==> src/rtl/muldiv_pkg.sv <==
// Shared definitions for the iterative multiply/divide unit: operation
// encodings and the controller state type.
package muldiv_pkg;

  // Operation encodings on the op port.
  typedef enum logic [1:0] {
    OpMultu = 2'b00,
    OpDivu  = 2'b01,
    OpMult  = 2'b10,
    OpDiv   = 2'b11
  } op_e;

  // Controller states.
  typedef enum logic [1:0] {
    StIdle = 2'b00,
    StRun  = 2'b01,
    StFix  = 2'b10,
    StDone = 2'b11
  } state_e;

  // True for either divide encoding.
  function automatic logic op_is_div(input logic [1:0] op);
    return (op == OpDivu) || (op == OpDiv);
  endfunction

endpackage

==> src/rtl/muldiv.sv <==
// Iterative multiply/divide unit. One shift-add (multiply) or one
// restoring-subtract (divide) step per RUN cycle, WIDTH RUN cycles, then a
// FIX cycle that applies sign correction and updates hi/lo/div_zero, then a
// single DONE cycle carrying the done pulse.
// Optional feature: define MULDIV_SIGNED_EN to execute MULT/DIV as signed
// two's-complement operations; otherwise op[1] is ignored.
module muldiv
  import muldiv_pkg::*;
#(
  parameter int unsigned WIDTH = 16
) (
  input  logic             clk,
  input  logic             rst,
  input  logic             req_valid,
  output logic             req_ready,
  input  logic [1:0]       op,
  input  logic [WIDTH-1:0] a,
  input  logic [WIDTH-1:0] b,
  output logic [WIDTH-1:0] hi,
  output logic [WIDTH-1:0] lo,
  output logic             done,
  output logic             div_zero
);

  localparam int unsigned CntW = (WIDTH > 1) ? $clog2(WIDTH) : 1;

  state_e               state_q;
  logic [CntW-1:0]      cnt_q;
  logic                 is_div_q;
  logic                 b_zero_q;
  // acc_hi_q carries one extra bit for the restoring-divide partial remainder.
  logic [WIDTH:0]       acc_hi_q;
  logic [WIDTH-1:0]     acc_lo_q;
  // Multiplicand (multiply) or divisor magnitude (divide).
  logic [WIDTH-1:0]     opnd_q;
  // Raw dividend, returned as the remainder of a divide by zero.
  logic [WIDTH-1:0]     a_raw_q;
`ifdef MULDIV_SIGNED_EN
  logic                 neg_lo_q;  // negate product, or quotient
  logic                 neg_hi_q;  // negate remainder
`endif

  logic                 in_div;
  logic [WIDTH-1:0]     a_mag;
  logic [WIDTH-1:0]     b_mag;
`ifdef MULDIV_SIGNED_EN
  logic                 in_signed;
  logic                 a_neg;
  logic                 b_neg;
`endif

  logic [WIDTH:0]       mul_sum;
  logic [WIDTH:0]       div_shift;
  logic [WIDTH:0]       div_diff;
  logic                 div_ge;
  logic [WIDTH:0]       step_hi;
  logic [WIDTH-1:0]     step_lo;

  logic [2*WIDTH-1:0]   prod;
  logic [2*WIDTH-1:0]   prod_fix;
  logic [WIDTH-1:0]     quo_fix;
  logic [WIDTH-1:0]     rem_fix;
  logic [WIDTH-1:0]     fix_hi;
  logic [WIDTH-1:0]     fix_lo;
  logic                 fix_dz;

  assign req_ready = (state_q == StIdle);

  // Request decode: operation kind and operand magnitudes.
  always_comb begin
    in_div = op_is_div(op);
`ifdef MULDIV_SIGNED_EN
    in_signed = (op == OpMult) || (op == OpDiv);
    a_neg     = in_signed && a[WIDTH-1];
    b_neg     = in_signed && b[WIDTH-1];
    a_mag     = a_neg ? -a : a;
    b_mag     = b_neg ? -b : b;
`else
    a_mag = a;
    b_mag = b;
`endif
  end

  // One iteration step for multiply (shift-add) and divide (restoring).
  always_comb begin
    mul_sum   = {1'b0, acc_hi_q[WIDTH-1:0]} + (acc_lo_q[0] ? {1'b0, opnd_q} : '0);
    div_shift = {acc_hi_q[WIDTH-1:0], acc_lo_q[WIDTH-1]};
    div_ge    = (div_shift >= {1'b0, opnd_q});
    div_diff  = div_shift - {1'b0, opnd_q};
    if (is_div_q) begin
      step_hi = div_ge ? div_diff : div_shift;
      step_lo = {acc_lo_q[WIDTH-2:0], div_ge};
    end else begin
      step_hi = {1'b0, mul_sum[WIDTH:1]};
      step_lo = {mul_sum[0], acc_lo_q[WIDTH-1:1]};
    end
  end

  // Result formation for the FIX cycle, including sign correction.
  always_comb begin
    prod = {acc_hi_q[WIDTH-1:0], acc_lo_q};
`ifdef MULDIV_SIGNED_EN
    prod_fix = neg_lo_q ? -prod : prod;
    quo_fix  = neg_lo_q ? -acc_lo_q : acc_lo_q;
    rem_fix  = neg_hi_q ? -acc_hi_q[WIDTH-1:0] : acc_hi_q[WIDTH-1:0];
`else
    prod_fix = prod;
    quo_fix  = acc_lo_q;
    rem_fix  = acc_hi_q[WIDTH-1:0];
`endif
    if (!is_div_q) begin
      fix_hi = prod_fix[2*WIDTH-1:WIDTH];
      fix_lo = prod_fix[WIDTH-1:0];
      fix_dz = 1'b0;
    end else if (b_zero_q) begin
      fix_hi = a_raw_q;
      fix_lo = '1;
      fix_dz = 1'b1;
    end else begin
      fix_hi = rem_fix;
      fix_lo = quo_fix;
      fix_dz = 1'b0;
    end
  end

  // Controller and datapath registers.
  always_ff @(posedge clk or posedge rst) begin
    if (rst) begin
      state_q  <= StIdle;
      cnt_q    <= '0;
      is_div_q <= 1'b0;
      b_zero_q <= 1'b0;
      acc_hi_q <= '0;
      acc_lo_q <= '0;
      opnd_q   <= '0;
      a_raw_q  <= '0;
`ifdef MULDIV_SIGNED_EN
      neg_lo_q <= 1'b0;
      neg_hi_q <= 1'b0;
`endif
      hi       <= '0;
      lo       <= '0;
      done     <= 1'b0;
      div_zero <= 1'b0;
    end else begin
      case (state_q)
        StIdle: begin
          if (req_valid) begin
            is_div_q <= in_div;
            b_zero_q <= (b == '0);
            a_raw_q  <= a;
            acc_hi_q <= '0;
            // Multiply shifts the multiplier out of acc_lo; divide shifts
            // the dividend out of it while the quotient shifts in.
            acc_lo_q <= in_div ? a_mag : b_mag;
            opnd_q   <= in_div ? b_mag : a_mag;
`ifdef MULDIV_SIGNED_EN
            neg_lo_q <= a_neg ^ b_neg;
            neg_hi_q <= a_neg;
`endif
            cnt_q    <= CntW'(WIDTH - 1);
            state_q  <= StRun;
          end
        end
        StRun: begin
          acc_hi_q <= step_hi;
          acc_lo_q <= step_lo;
          if (cnt_q == '0) begin
            state_q <= StFix;
          end else begin
            cnt_q <= cnt_q - 1'b1;
          end
        end
        StFix: begin
          hi       <= fix_hi;
          lo       <= fix_lo;
          div_zero <= fix_dz;
          done     <= 1'b1;
          state_q  <= StDone;
        end
        StDone: begin
          done    <= 1'b0;
          state_q <= StIdle;
        end
        default: begin
          done    <= 1'b0;
          state_q <= StIdle;
        end
      endcase
    end
  end

endmodule

==> config.mk <==
export PLATFORM = sky130hd
export DESIGN_NAME = muldiv
export DESIGN_NICKNAME = d
export VERILOG_FILES = /design/src/rtl/muldiv_pkg.sv /design/src/rtl/muldiv.sv
export SDC_FILE = /design/constraint.sdc
export NUM_CORES = 1
export LEC_CHECK = 0
export ABC_AREA = 1
export BUFFER_PORTS_ARGS = -buffer_cell sky130_fd_sc_hd__clkbuf_2
export CORE_ASPECT_RATIO = 1.75
export CORE_UTILIZATION = 30
export CTS_CLUSTER_SIZE = 16
export DETAILED_ROUTE_END_ITERATION = 6
export SLEW_MARGIN = 30
export SYNTH_ARGS = -nofsm -noshare
export SYNTH_HDL_FRONTEND = slang
export SYNTH_SLANG_ARGS = --single-unit
==> constraint.sdc <==
create_clock -name clk -period 6.9 [get_ports clk]
set_clock_uncertainty 0.2 [all_clocks]
set_input_delay 0.69 -clock clk [delete_from_list [all_inputs] [get_ports clk]]
set_output_delay 0.69 -clock clk [all_outputs]
set_load 0.03 [all_outputs]
# Yosys cells after proc, flatten, opt, wreduce, memory -nomap -nowiden
# Cells that the tools add are included.
totals:
  inputBits: 37
  regBits: 106
  out_inout_bits: 35
  word_cells: 57
op_classes:
  n_reduce_logical: 10
  magnitude_cmp: 1
  n_eq_ne: 8
  addsub: 3
  mux: 23
op_table:
  columns: ["op", "count"]
  rows:
  - ["16-bit 2-to-1 mux", 12]
  - ["16-bit one-hot mux with 2 select lines", 2]
  - ["16-bit by 16-bit adder with 17-bit output", 1]
  - ["17-bit by 16-bit >= comparator with 1-bit output", 1]
  - ["16-bit logical NOT", 1]
  - ["16-bit subtractor", 1]
  - ["4-bit 2-to-1 mux", 2]
  - ["2-bit one-hot mux with 4 select lines", 1]
  - ["4-bit one-hot mux with 2 select lines", 1]
  - ["2-bit == test, second input constant", 3]
  - ["2-bit != test, second input constant", 3]
  - ["2-bit AND reduction", 3]
  - ["2-bit by 1-bit == test with 1-bit output, second input constant", 2]
  - ["4-bit logical NOT", 1]
  - ["2-bit 2-to-1 mux", 2]
  - ["2-bit nonzero test", 2]
  - ["4-bit by 1-bit subtractor with 4-bit output, second input constant", 1]
  - ["3-bit AND reduction", 1]
  - ["2-bit logical NOT", 1]
  - ["1-bit 2-to-1 mux", 2]
  - ["1-bit one-hot mux with 2 select lines", 1]
  - ["1-bit logical OR", 1]

# Longest topological paths before layout
logic_depth:
  depth_word: 5
  depth_mapped: 19

# Worst setup path before layout
# No wires, ideal clock.
synth_path:
  kind: "reg2reg"
  startpoint: "reg acc_lo_q[0]"
  endpoint: "reg acc_hi_q[9]"
  path_stages_with_launch: 19
  setup_time_ps: 116
  slack_ps: 4532
  period_less_slack_ps: 2368
  n_path_buf: 1
  t_arrival_ps: 2052
  path_cell_list: "dfrtp_1 -> clkbuf_1 -> nand2_1 -> inv_1 -> ha_1 -> inv_1 -> fa_1 -> inv_1 -> nand3_1 -> nand2_1 -> nand2_1 -> nand2_1 -> nand2_1 -> nand2_1 -> nor2_1 -> o21ai_0 -> inv_1 -> nand2_1 -> nand2_1"
synth_between:
  elab_chain_cells: 4
synth_lines:
  columns: ["element", "line_no", "text"]
  rows:
  - ["from (decl)", "muldiv.sv:33", "logic [WIDTH-1:0] acc_lo_q;"]
  - ["from (signal assigned)", "muldiv.sv:155", "acc_lo_q <= in_div ? a_mag : b_mag;"]
  - ["from (signal assigned)", "muldiv.sv:167", "acc_lo_q <= step_lo;"]
  - ["16-bit 2-to-1 mux", "muldiv.sv:86", "mul_sum = {1'b0, acc_hi_q[WIDTH-1:0]} + (acc_lo_q[0] ? {1'b0, opnd_q} : '0);"]
  - ["16-bit by 16-bit adder with 17-bit output", "muldiv.sv:86", null]
  - ["16-bit 2-to-1 mux", "muldiv.sv:90", "if (is_div_q) begin"]
  - ["16-bit one-hot mux with 2 select lines", "muldiv.sv:146", "case (state_q)"]
  - ["to (signal assigned)", "muldiv.sv:166", "acc_hi_q <= step_hi;"]
  - ["to (decl)", "muldiv.sv:32", "logic [WIDTH:0] acc_hi_q;"]
# No other way between the ends.
# A chain may end at the register's enable or synchronous reset.

# Worst setup path in the final report
# Ends and elaborated chain as after synthesis.

==> metrics.log <==
INFO  metric status = finished, final reports clean
INFO  metric cts_root_buf = sky130_fd_sc_hd__clkbuf_16
INFO  metric top_layer = met4
INFO  metric synth_top_cell_by_area = sky130_fd_sc_hd__dfrtp_1
INFO  metric synth.lib_cells_used.distinct = 36
INFO  metric min_period_over_period = 45.4%
INFO  metric setup-violations-final = 0
INFO  metric synth.top_cells.by_count = 271 x sky130_fd_sc_hd__nand2_1, 147 x sky130_fd_sc_hd__inv_1, 108 x sky130_fd_sc_hd__a21oi_1, 108 x sky130_fd_sc_hd__o21ai_0, 106 x sky130_fd_sc_hd__dfrtp_1
INFO  metric n_antenna_cell = 0
INFO  metric design.core.area = 23400 um2
INFO  metric power.static_leakage = 0.00419 uW
INFO  metric timing_worst_slew_pin_value = 0.872 ns
INFO  metric vias = 6977
INFO  metric vias_per_cell = 5.01
INFO  metric gp_routability_congestion = 0.958
INFO  metric critPathMaxStageDelay = 0.82 ns
INFO  metric pin_count = 72
INFO  metric detail_route.drc_violations = 0
INFO  metric hpwlAfterDp = 17.2 mm
INFO  metric grt_pass1_vias = 6834
INFO  metric synth-edff-count = 0
INFO  metric cts_buffer_depth = 2
INFO  metric clock_latency = 0.36 ns
INFO  metric slew_viol_final = 0
INFO  metric drt_iter0_markers = 450
INFO  metric yosys_most_used_dff = sky130_fd_sc_hd__dfrtp_1
INFO  metric wl_per_cell = 16.0 um
INFO  metric post_synth_main_area_contributors = sky130_fd_sc_hd__dfrtp_1 37%, sky130_fd_sc_hd__nand2_1 14%, sky130_fd_sc_hd__inv_1 7.7%
INFO  metric clock.fmax = 319 MHz
INFO  metric drv.max_cap_violation_count = 0
INFO  metric setup_tns = 0 ns
INFO  metric numnets_final = 1163
INFO  metric power-per-cell-area = 540 nW/um2
INFO  metric hp-class = primary input to async pin
INFO  metric overflow = 0
INFO  metric synth_area_per_cell = 6.89 um2
INFO  metric layout-area-overhead-vs-synth = 12.9%
INFO  metric dr_pass1_iterations = 6
INFO  metric grt_max_degree = 57
INFO  metric crit_top_cell = sky130_fd_sc_hd__nand2_1
INFO  metric setup.worst_path.end_class = register
INFO  metric critPathMaxFanout = 18
INFO  metric port_buffers = 70
INFO  metric postSynth.asyncResetShare = 100%
INFO  metric slowest_stage = sky130_fd_sc_hd__dfrtp_1
INFO  metric number_of_buffers_created_by_cts = 9
INFO  metric synth_largest_type_area_fraction = 37.0%
INFO  metric dr_wl_met3 = 710 um
INFO  metric fin_worst_hold_slack = 0.210 ns
INFO  metric clock_pin_slew_of_the_registers_on_the_worst_case_setup_and_hold_paths = 0.07 ns
INFO  metric depth_of_the_cts_h_tree = 3
INFO  metric horiz_die_dim = 119 um
INFO  metric post-cts-setup-buffer-count = 0
INFO  metric cts_sink_cnt = 106
INFO  metric critPathArrivalTime = 3.18 ns
INFO  metric tritoncts = built
INFO  metric drive_above_1_share = 10.2%
INFO  metric hold_viol_final = 0
INFO  metric placement_rows = 74
INFO  metric synth_cells = 1039
INFO  metric postRouteWirelength = 22.3 mm
INFO  metric die_footprint = 24500 um2
INFO  metric synth_seq_area_share = 37.0%
INFO  metric post-synth-top-count-cell = sky130_fd_sc_hd__nand2_1
INFO  metric dr_wl_met2 = 11.8 mm
INFO  metric crit_type = register to register
INFO  metric yosys_warnings = 0
INFO  metric synthesis.nets = 1115
INFO  metric filler_cell_count = 2516
INFO  metric yosys_register_bits = 106
INFO  metric setup.worst_path.start_class = register
INFO  metric crit_path_cell_trace = nand2_1, inv_1, ha_1, inv_1, fa_1, inv_1, nand3_1, nand2_1, nand2_1, nand2_1, nand2_1, nand2_1, nor2_1, o21ai_0, inv_1, nand2_1, nand2_1
INFO  metric initial_core_util = 30.6%
INFO  metric antenna_found_initial = 0
INFO  metric post-route-min-period = 3.13 ns
INFO  metric required = 6.94 ns
INFO  metric grt_first_pass_wirelength = 35.3 mm
INFO  metric drtAntennaViolNets = 0
INFO  metric synth.cell_area = 7160 um2
INFO  metric cts.repair.resized = 0
INFO  metric relSlewSlack = 41.8%
INFO  metric track_usage = 18.7%
INFO  metric cts.hold.buffers_added = 0
INFO  metric die_height = 206 um
INFO  metric vdd.ir_drop.worst = 0.595 mV
INFO  metric grt_setup_unrepaired = false
INFO  metric detail_route.wirelength.met1 = 8.50 mm
[report_power, final]
group	switching (uW)	total [uW]	internal, uW
clock network	239	555	317
logic	1770	2620	849
registers	270	1190	920
[routing by layer]
metal	vias up	global-route usage, %
met5	-	0
met1	3261	19.2
met4	0	13.7
met2	191	34.8
li1	3457	-
met3	68	2.26
[worst max-delay path: cells and delay by family, from the launching register on]
| kind | cells | cell delay, ns |
|---|---|---|
| buf+inv | 4 | 0.30 |
| fa+ha+maj | 2 | 0.61 |
| compound gates | 1 | 0.17 |
| simple gates | 10 | 0.90 |
| flops | 1 | 0.82 |
[cells in the final DEF (no fill, tap or decap), drive strengths merged]
master    n
xor2      4
nor3      7
nor2     76
buf       8
nand3    66
bufinv    2
and2      1
o21ai   109
o21a      1
fa        2
nand3b    4
a21oi   108
inv     150
o211ai   11
nand2   275
or2       2
o21bai    5
clkinv    3
ha       37
a31oi    16
nor4      5
xnor2     4
nand4     8
clkbuf   80
dfrtp   106
[through the flow]
step                      instances  power, uW  util (%)  worst slack (ns)  instance area, um2
after global placement         1380       3770      33.2              3.80                7780
after detailed placement       1380       3800      33.2              3.80                7780
after global routing           1394       4750      34.5              3.54                8080
final                          1394       4370      34.5              3.77                8080
after CTS                      1394       4370      34.5              3.78                8080
after floorplan                1039       3090         -              3.22                7160
[kinds of logic (layout without fill, tap and decap cells)]
kind of cell               Yosys count  in the layout  synth area share, %
and+or+nand+nor                    444            444                 26.1
adders and majority gates           39             39                 7.02
buffers and inverters              192            243                 10.4
DFF                                106            106                 37.0
AOI/OAI and AO/OA                  250            250                 18.5
xor gates and xnor gates             8              8                0.978
[layout make-up]
cell class / instances / area [um2] / share of cell area (%)
Multi-Input combinational cell: 741 / 3760 / 46.6
Sequential cell: 106 / 2650 / 32.8
Clock buffer: 10 / 229 / 2.83
Timing Repair Buffer: 78 / 410 / 5.08
Clock inverter: 4 / 77.6 / 0.960
Inverter: 151 / 569 / 7.04
Tap cell: 304 / 380 / 4.71
[sequential cells by signal, indices dropped and copies added (netlist names)]
register and flops:
acc_lo_q 16, lo 16, b_zero_q 1, is_div_q 1, hi 16, div_zero 1
state_q 2, opnd_q 16, acc_hi_q 16, a_raw_q 16, cnt_q 4, done 1
[worst paths after layout]
check	start	endpoint	slack, ns	depth (start not counted)
hold / removal	rst	hi[14]	0.21	2
setup reg to reg	acc_lo_q[0]	acc_hi_q[9]	3.77	17
min in group clk	a_raw_q[1]	a_raw_q[1]	0.29	2
hold reg to reg	a_raw_q[1]	a_raw_q[1]	0.29	2
setup / recovery	acc_lo_q[0]	acc_hi_q[9]	3.77	17
max in group asynchronous	rst	acc_lo_q[14]	5.06	3
Note: power is estimated with default switching activity, not from simulation.
